File: src/rtl/round_robin_select_one_hot_encoder.sv
// one_hot_encoder
//   Turns a binary index into a one-hot vector of 2**A bits.
// Ports
//   select  in   A   binary index
//   onehot  out  D   onehot[select] = 1, all other bits 0
module one_hot_encoder #(
  parameter  int A = 1,
  localparam int D = 2 ** A
) (
  input  logic [A-1:0] select,
  output logic [D-1:0] onehot
);

  assign onehot = D'(1) << select;

endmodule

File: src/rtl/round_robin_select.sv
// round_robin_select
//   Round-robin arbiter: D request lines in, one registered binary grant index out,
//   paced to a downstream consumer by a valid/ready handshake.
// Ports
//   aclk          in   1  clock, rising edge
//   aresetn       in   1  asynchronous active-low reset
//   request       in   D  per-requester level request
//   grant_valid   out  1  grant_select/grant_onehot hold a valid grant
//   grant_ready   in   1  consumer accepts the grant (handshake = valid & ready)
//   grant_select  out  A  registered index of the granted requester
//   grant_onehot  out  D  one-hot of grant_select while grant_valid, else zero
//
// state | meaning
// IDLE  | no grant outstanding; a new one is loaded as soon as any request is seen
// GRANT | grant_select/grant_valid held until the consumer handshakes
module round_robin_select #(
  parameter  int A = 1,
  localparam int D = 2 ** A
) (
  input  logic         aclk,
  input  logic         aresetn,
  input  logic [D-1:0] request,
  output logic         grant_valid,
  input  logic         grant_ready,
  output logic [A-1:0] grant_select,
  output logic [D-1:0] grant_onehot
);

  typedef enum logic {IDLE, GRANT} state_t;

  state_t       state;
  logic [A-1:0] pointer;
  logic [D-1:0] select_onehot;
  logic [D-1:0] search_vec;
  logic [A-1:0] search_base;
  logic [A-1:0] winner;
  logic         found;
  logic         handshake;

  one_hot_encoder #(.A(A)) u_encoder (
    .select (grant_select),
    .onehot (select_onehot)
  );

  assign grant_onehot = select_onehot & {D{grant_valid}};
  assign handshake    = grant_valid & grant_ready;

  // In GRANT the search result is only consumed on a handshake, where the pointer is
  // about to become grant_select, so the search already starts after grant_select and
  // masks it out to keep the just-served requester from winning twice in a row.
  always_comb begin
    if (state == GRANT) begin
      search_base = grant_select;
      search_vec  = request & ~select_onehot;
    end else begin
      search_base = pointer;
      search_vec  = request;
    end
    winner = '0;
    found  = 1'b0;
    // Descending k so the smallest offset from the pointer wins.
    for (int k = D - 1; k >= 0; k--) begin
      if (search_vec[search_base + A'(k) + A'(1)]) begin
        winner = search_base + A'(k) + A'(1);
        found  = 1'b1;
      end
    end
  end

  always_ff @(posedge aclk or negedge aresetn) begin
    if (!aresetn) begin
      state        <= IDLE;
      pointer      <= '1;
      grant_select <= '0;
      grant_valid  <= 1'b0;
    end else begin
      case (state)
        IDLE: begin
          if (found) begin
            grant_select <= winner;
            grant_valid  <= 1'b1;
            state        <= GRANT;
          end
        end
        GRANT: begin
          if (grant_ready) begin
            pointer <= grant_select;
            if (found) begin
              grant_select <= winner;
            end else begin
              grant_valid <= 1'b0;
              state       <= IDLE;
            end
          end
        end
        default: begin
          state       <= IDLE;
          grant_valid <= 1'b0;
        end
      endcase
    end
  end

endmodule
File: config.mk
export PLATFORM = sky130hd
export DESIGN_NAME = round_robin_select
export DESIGN_NICKNAME = d
export VERILOG_FILES = /design/src/rtl/round_robin_select_one_hot_encoder.sv /design/src/rtl/round_robin_select.sv
export SDC_FILE = /design/constraint.sdc
export NUM_CORES = 1
export LEC_CHECK = 0
export CAP_MARGIN = 20
export CORE_AREA = 2 2 39 41
export CTS_CLUSTER_SIZE = 30
export DETAILED_ROUTE_END_ITERATION = 6
export DIE_AREA = 0 0 41 43
export PLACE_DENSITY = 0.44
export SLEW_MARGIN = 20
export SYNTH_ARGS = -nofsm -noshare
export SYNTH_HDL_FRONTEND = slang
export SYNTH_HIERARCHICAL = 1
export SYNTH_SLANG_ARGS = --single-unit
File: constraint.sdc
create_clock -name aclk -period 2.98 [get_ports aclk]
set_input_delay 0.596 -clock aclk [delete_from_list [all_inputs] [get_ports aclk]]
set_output_delay 0.596 -clock aclk [all_outputs]
set_load 0.005 [all_outputs]
**Yosys cells after proc, flatten, opt, wreduce, memory -nomap -nowiden**

Index checks and enable logic that the tools add are counted.

- Add/sub/neg operators: 2
- Order comparisons: 2
- Equal/unequal tests: 3
- Shift-type cells: 1
- Multiplexer cells: 20
- Bitwise gates (word level): 4
- Reduce and logical (&&, ||, !) cells: 2

Operators with widths:

| cell | number |
|---|---|
| $mux W1 | 16 |
| $ne A2 B2 Y1 const B | 3 |
| $pmux W1 S2 | 3 |
| $and A2 B2 Y2 | 2 |
| $lt A1 B2 Y1 const B | 2 |
| $reduce_and A3 Y1 | 1 |
| $add A1 B1 Y1 const B | 2 |
| $mux W2 | 1 |
| $not A2 Y2 | 1 |
| $reduce_and A2 Y1 | 1 |
| $shl A1 B1 Y2 const A | 1 |
| $not A1 Y1 | 1 |

- Bits in registers: 4
- Output and inout port bits: 4
- Word-level logic and storage cells: 38

**Depth between registers and ports, before layout**

Gate-level depths: netlist of the first run.

- Depth after elaboration: 11
- Gate-level depth with buffers: 4
- Depth with buffers taken out: 4

**Modules after synthesis**

The synthesis of the first run kept the hierarchy.

Modules (own cells, without submodules):

| module | instances | cells each | area an instance (µm²) | seq. area each (µm²) |
|---|---|---|---|---|
| round_robin_select | 1 | 23 | 220.2 | 101.3 |
| one_hot_encoder | 1 | 2 | 11.3 | 0.0 |

**Worst setup path after synthesis of the first run**

OpenSTA, ideal clock, no wires.

- Path kind: reg2out
- Start: register grant_select
- End: output port grant_onehot[1]
- Data arrival time: 0.682 ns
- Data required time: 2.384 ns
- Slack: 1.702 ns
- Cell stages (with the launch flop): 3
- Cell sequence: dfrtp_1 > buf_4 > and2_1

- Longest elaborated chain between the ends: 2

RTL lines:

| element | line | text |
|---|---|---|
| start, declared | round_robin_select.sv:25 | `output logic [A-1:0] grant_select,` |
| start signal, assigned | round_robin_select.sv:80 | `grant_select <= winner;` |
| start signal, assigned | round_robin_select.sv:89 | `grant_select <= winner;` |
| $shl A1 B1 Y2 | round_robin_select_one_hot_encoder.sv:14 | `assign onehot = D'(1) << select;` |
| named net select_onehot[1] | round_robin_select.sv:33 | `logic [D-1:0] select_onehot;` |
| $and A2 B2 Y2 | round_robin_select.sv:45 | `assign grant_onehot = select_onehot & {D{grant_valid}};` |
| end, declared | round_robin_select.sv:26 | `output logic [D-1:0] grant_onehot` |

The timed path passes the listed nets, and every way through them passes these cells.

**Final worst setup path of the first run**

- Start: register grant_select
- End: output port grant_onehot[0]

Same word-level chain as after synthesis.

==> flow_metrics.py, run 1 <==
metrics = {
    "outcome": {
        "status": "completed",
    },
    "cts": {
        "htreeDepth": 1,
        "cts_root_buf": "clkbuf_4",
        "post_cts_buffers": 0,
        "cts.sinks": 4,
        "path_clk_slew_ps": 40,
        "numCtsBuffers": 3,
        "cts_resized": 0,
        "clk_path_buf_depth": 2,
        "postCtsHoldBufs": 0,
        "clkLatencyLatePin_ps": 230,
        "cts_tree": "built",
    },
    "finish": {
        "num_antenna_cells": 0,
        "nNetsFinal": 42,
        "drive_gt1_share_pct": 13.9,
        "final_area_um2": 350,
        "nFillCells": 158,
        "final_cells": 52,
        "area_delta_synth_final_pct": 51.4,
    },
    "synth": {
        "syn-num-nets": 30,
        "syn_area_per_cell_um2": 9.26,
        "synth_top_area_cell": "dfrtp_1",
        "synthCells": 25,
        "synthesis.area_um2": 231,
        "synthTopCellsByArea": "dfrtp_1, dfstp_2, a21boi_1",
        "synth_top_area_share_pct": 32.4,
        "yosys_warnings": 6,
        "ys_seq_area_share_pct": 43.8,
        "ys_ff_latch": 4,
        "synth.distinct_cells": 17,
    },
    "drt": {
        "drt_iter0_markers": 4,
        "antenna_left": 0,
        "wl_per_cell_um": 9.65,
        "vias": 221,
        "firstDrtPassIters": 3,
        "drc": 0,
        "drt_wl_total_um": 502,
        "vias_per_cell": 4.25,
    },
    "grt": {
        "grt_pass1_wl_um": 952,
        "grt_max_degree": 9,
        "grt-ovfl-total": 0,
        "grt_usage_pct": 8.68,
        "first_global_vias": 243,
        "grt_antenna_before_repair": 0,
    },
    "setup_path": {
        "worstSetupEndpointType": "output pin",
        "cp.required_ps": 2380,
        "crit_buf_inv": 2,
        "critPathMaxFanout": 8,
        "critical_path.slowest_cell": "clkdlybuf4s50_1",
        "path_cells": "inv_1 -> and2_1 -> clkdlybuf4s50_1",
        "critPathKind": "reg -> out",
        "critical_path_arrival_ps": 1400,
        "worstSetupStartpointType": "flip-flop",
        "slowest_delay_ps": 490,
        "path_delay_family": "buffers and inverters",
    },
    "sta": {
        "finalSetupViolCount": 0,
        "fmax_mhz": 502,
        "maxSlewViolCount": 0,
        "rsz0062_at_grt": "false",
        "worst_slack_ps": 987,
        "tightest_slew_ps": 251,
        "clock_skew_ps": 4.69,
        "period_share_pct": 66.9,
        "period_minus_slack_ps": 1990,
        "hold_viol": 0,
        "slew_headroom_pct": 83.2,
        "tns_ps": 0,
    },
    "place": {
        "gp_congestion": 0.721,
        "placed_area_um2": 324,
        "dp_cells": 48,
        "port_buffers": 8,
        "place_ws_ps": 1210,
    },
    "floorplanning": {
        "die_x_um": 41,
        "rows": 14,
        "dieArea_um2": 1760,
        "core_um2": 1380,
        "initial_core_util_pct": 16.7,
        "boundaryPins": 9,
        "die_h_um": 43,
    },
    "run": {
        "drv_cap": 0,
    },
    "power": {
        "pwr-share-seq_pct": 36.0,
        "pwr-share-comb_pct": 41.8,
        "power.leakage_nw": 0.154,
        "internal_power_w": 0.000223,
        "p_sw_share_pct": 31.6,
        "power.density_nw_per_um2": 930,
        "vdd_ir_drop_max_mv": 0.233,
        "p_clk_share_pct": 22.2,
        "switching_power_w": 0.000103,
    },
    "hold_path": {
        "holdCritPathClass": "in -> async",
    },
}
## path summary, 6_finish.rpt
check / start / to / slack (ps) / depth (start not counted)
min reg2reg: grant_valid$_DFFE_PN0P_ / grant_valid$_DFFE_PN0P_ / 570 / 2
max in group asynchronous: aresetn / pointer$_DFFE_PN1P_ / 2170 / 1
max: grant_select$_DFFE_PN0P_ / grant_onehot[0] / 990 / 3
max reg2reg: grant_select$_DFFE_PN0P_ / grant_select$_DFFE_PN0P_ / 1780 / 4
min in group aclk: grant_valid$_DFFE_PN0P_ / grant_valid$_DFFE_PN0P_ / 570 / 2
min: aresetn / state$_DFF_PN0_ / 570 / 1
## cell usage after synthesis, drive strengths merged
| cell | count |
|---|---|
| buf | 1 |
| mux2 | 1 |
| a32o | 1 |
| o21ai | 3 |
| a21boi | 2 |
| a211oi | 1 |
| and2b | 1 |
| dfstp | 1 |
| nor2 | 1 |
| and3b | 1 |
| and2 | 2 |
| or2b | 1 |
| inv | 3 |
| nand2 | 2 |
| dfrtp | 3 |
| a21oi | 1 |
## flip-flops by register name (all words and copies together) (netlist names)
| register | flops |
|---|---|
| grant_select | 1 |
| grant_valid | 1 |
| pointer | 1 |
| state | 1 |
## cells by family (layout without fill, tap and decap cells)
group | count (synthesis) | after routing | synth area share [%]
compound gates | 8 | 8 | 22.7
buf+inv | 4 | 15 | 8.11
flops | 4 | 4 | 43.8
mux | 1 | 1 | 4.86
simple gates | 8 | 8 | 20.5
## cell usage in the layout (no fill, tap or decap), drive strengths merged
cell | netlist | routed
dfstp | 1 | 1
dfrtp | 3 | 3
clkdlybuf4s50 | 0 | 8
a211oi | 1 | 1
clkbuf | 0 | 4
a21oi | 1 | 1
and2b | 1 | 1
o21ai | 3 | 3
or2b | 1 | 1
nor2 | 1 | 1
mux2 | 1 | 1
inv | 3 | 3
a32o | 1 | 1
and3b | 1 | 1
nand2 | 2 | 2
a21boi | 2 | 2
and2 | 2 | 2
## final cells by class
cell class | count | area, µm² | share of cell area (%)
Multi-Input combinational cell | 17 | 111 | 31.8
Sequential cell | 4 | 101 | 28.9
Timing Repair Buffer | 8 | 80.1 | 22.9
Clock buffer | 4 | 26.3 | 7.50
Tap cell | 16 | 20.0 | 5.71
Inverter | 3 | 11.3 | 3.21
## routing by layer
| metal | part of all wire, % | up-vias | track usage [%] |
|---|---|---|---|
| met3 | 9.0 | 0 | 4.71 |
| met1 | 40 | 106 | 7.19 |
| li1 | - | 107 | - |
| met4 | 0 | 0 | 8.00 |
| met5 | 0 | - | 0 |
| met2 | 51 | 8 | 13.4 |
## stage by stage
step | utilization (%) | hold slack [ps] | power (W)
after global routing | 25.3 | 588 | 0.000360
after floorplan | - | 300 | 0.000191
after global placement | 23.4 | 567 | 0.000253
after detailed placement | 23.4 | 561 | 0.000257
after CTS | 25.3 | 567 | 0.000335
final | 25.3 | 569 | 0.000326
## power groups by stage
stage	logic (W)	registers (W)	clock network, W
2_1_floorplan	0.0000823	0.000108	0
3_5_place_dp	0.000139	0.000119	0
6_report	0.000136	0.000117	0.0000724
3_3_place_gp	0.000137	0.000116	0
4_1_cts	0.000139	0.000118	0.0000773
5_1_grt	0.000157	0.000123	0.0000802
(Power assumes the default switching activity.)
==> inputs of run 2 (changes only) <==
Clock period 2.98 ns to 2 ns, I/O delays scaled along.
==> flow_metrics.py, run 2 (synthesized netlist as in run 1, its figures left out) <==
metrics = {
    "drt": {
        "wl_per_cell_um": 9.88,
        "antenna_left": 0,
        "vias": 210,
        "vias_per_cell": 4.04,
        "drt_wl_total_um": 514,
        "drt_iter0_markers": 2,
        "drc": 0,
        "firstDrtPassIters": 4,
    },
    "cts": {
        "cts_tree": "built",
        "cts_resized": 0,
        "cts_root_buf": "clkbuf_4",
        "clkLatencyLatePin_ps": 240,
        "post_cts_buffers": 0,
        "clk_path_buf_depth": 2,
        "numCtsBuffers": 3,
        "htreeDepth": 1,
        "postCtsHoldBufs": 0,
        "cts.sinks": 4,
        "path_clk_slew_ps": 40,
    },
    "place": {
        "gp_congestion": 0.696,
        "dp_cells": 48,
        "port_buffers": 8,
    },
    "grt": {
        "grt_usage_pct": 7.86,
        "first_global_vias": 232,
        "grt_antenna_before_repair": 0,
        "grt-ovfl-total": 0,
        "grt_max_degree": 9,
        "grt_pass1_wl_um": 876,
    },
    "floorplanning": {
        "boundaryPins": 9,
        "core_um2": 1380,
        "rows": 14,
        "die_h_um": 43,
        "dieArea_um2": 1760,
        "die_x_um": 41,
        "initial_core_util_pct": 16.7,
    },
    "finish": {
        "num_antenna_cells": 0,
        "final_cells": 52,
        "layout_common_cells": "clkdlybuf4s50_1, inv_1, clkbuf_4, dfrtp_1",
        "nNetsFinal": 42,
        "utilization_pct": 25.3,
        "mostFrequentLayoutCell": "clkdlybuf4s50_1",
        "drive_gt1_share_pct": 13.9,
        "area_delta_synth_final_pct": 51.4,
        "nFillCells": 157,
    },
    "run": {
        "drv_cap": 0,
    },
    "setup_path": {
        "cp.required_ps": 1600,
        "rrSetupSlack_ps": 810,
        "worstSetupEndpointType": "output pin",
        "reg2reg_to": "grant_select$_DFFE_PN0P_",
        "rr_startpoint": "grant_select$_DFFE_PN0P_",
        "critical_path_arrival_ps": 1390,
        "r2r_cells": 4,
        "worstSetupStartpointType": "flip-flop",
        "critPathMaxFanout": 8,
        "critPathKind": "reg -> out",
    },
    "sta": {
        "period_share_pct": 89.4,
        "period_minus_slack_ps": 1790,
        "finalSetupViolCount": 0,
        "tns_ps": 0,
        "slew_headroom_pct": 83.8,
        "fmax_mhz": 559,
        "hold_viol": 0,
        "rsz0062_at_grt": "false",
        "clock_skew_ps": 5.22,
        "maxSlewViolCount": 0,
        "tightest_slew_ps": 243,
    },
    "power": {
        "power.density_nw_per_um2": 1400,
        "vdd_ir_drop_max_mv": 0.447,
        "power.leakage_nw": 0.154,
    },
    "outcome": {
        "status": "completed",
    },
    "hold_path": {
        "holdCritPathClass": "in -> async",
    },
}
-- run 2: cell counts in the layout (fill, tap and decap cells not counted) --
No cell type changed its count.
-- run 2: layer usage --
metal | track usage, % | share of wire, %
met5 | 0 | 0
met4 | 8.00 | 2.9
met3 | 3.14 | 8.2
met2 | 10.3 | 45
met1 | 8.79 | 44
-- run 2: worst max-delay path, cell delays in order, from the launching register on --
cell	delay [ps]
dfrtp_1	440
inv_1	100
and2_1	120
clkdlybuf4s50_1	490
-- run 2: worst max-delay path by stage --
stage	startpoint	endpoint
3_3_place_gp	grant_select$_DFFE_PN0P_	grant_onehot[0]
3_5_place_dp	request[0]	grant_select$_DFFE_PN0P_
2_1_floorplan	grant_select$_DFFE_PN0P_	grant_select$_DFFE_PN0P_
5_1_grt	grant_select$_DFFE_PN0P_	grant_onehot[0]
6_report	grant_select$_DFFE_PN0P_	grant_onehot[0]
4_1_cts	grant_select$_DFFE_PN0P_	grant_onehot[0]
-- run 2: layout make-up --
cell class	instances	area (µm²)	area share [%]
Clock buffer	4	26.3	7.50
Multi-Input combinational cell	17	111	31.8
Inverter	3	11.3	3.21
Tap cell	16	20.0	5.71
Sequential cell	4	101	28.9
Timing Repair Buffer	8	80.1	22.9
-- run 2: through the flow --
stage / setup slack [ps] / hold slack (ps) / power [W] / cell area (µm²)
floorplan: 854 / 104 / 0.000284 / 231
global placement: 451 / 565 / 0.000379 / 324
detailed placement: 429 / 572 / 0.000383 / 324
CTS: 197 / 368 / 0.000499 / 350
global route: 111 / 376 / 0.000541 / 350
finish: 211 / 366 / 0.000491 / 350
-- run 2: power by group --
group / internal, W / switching [W] / total (W) / leakage, nW
logic: 0.000131 / 0.0000740 / 0.000205 / 0.0932
clock network: 0.0000751 / 0.0000362 / 0.000111 / 0.0150
registers: 0.000126 / 0.0000482 / 0.000174 / 0.0454
total: 0.000332 / 0.000158 / 0.000491 / 0.154
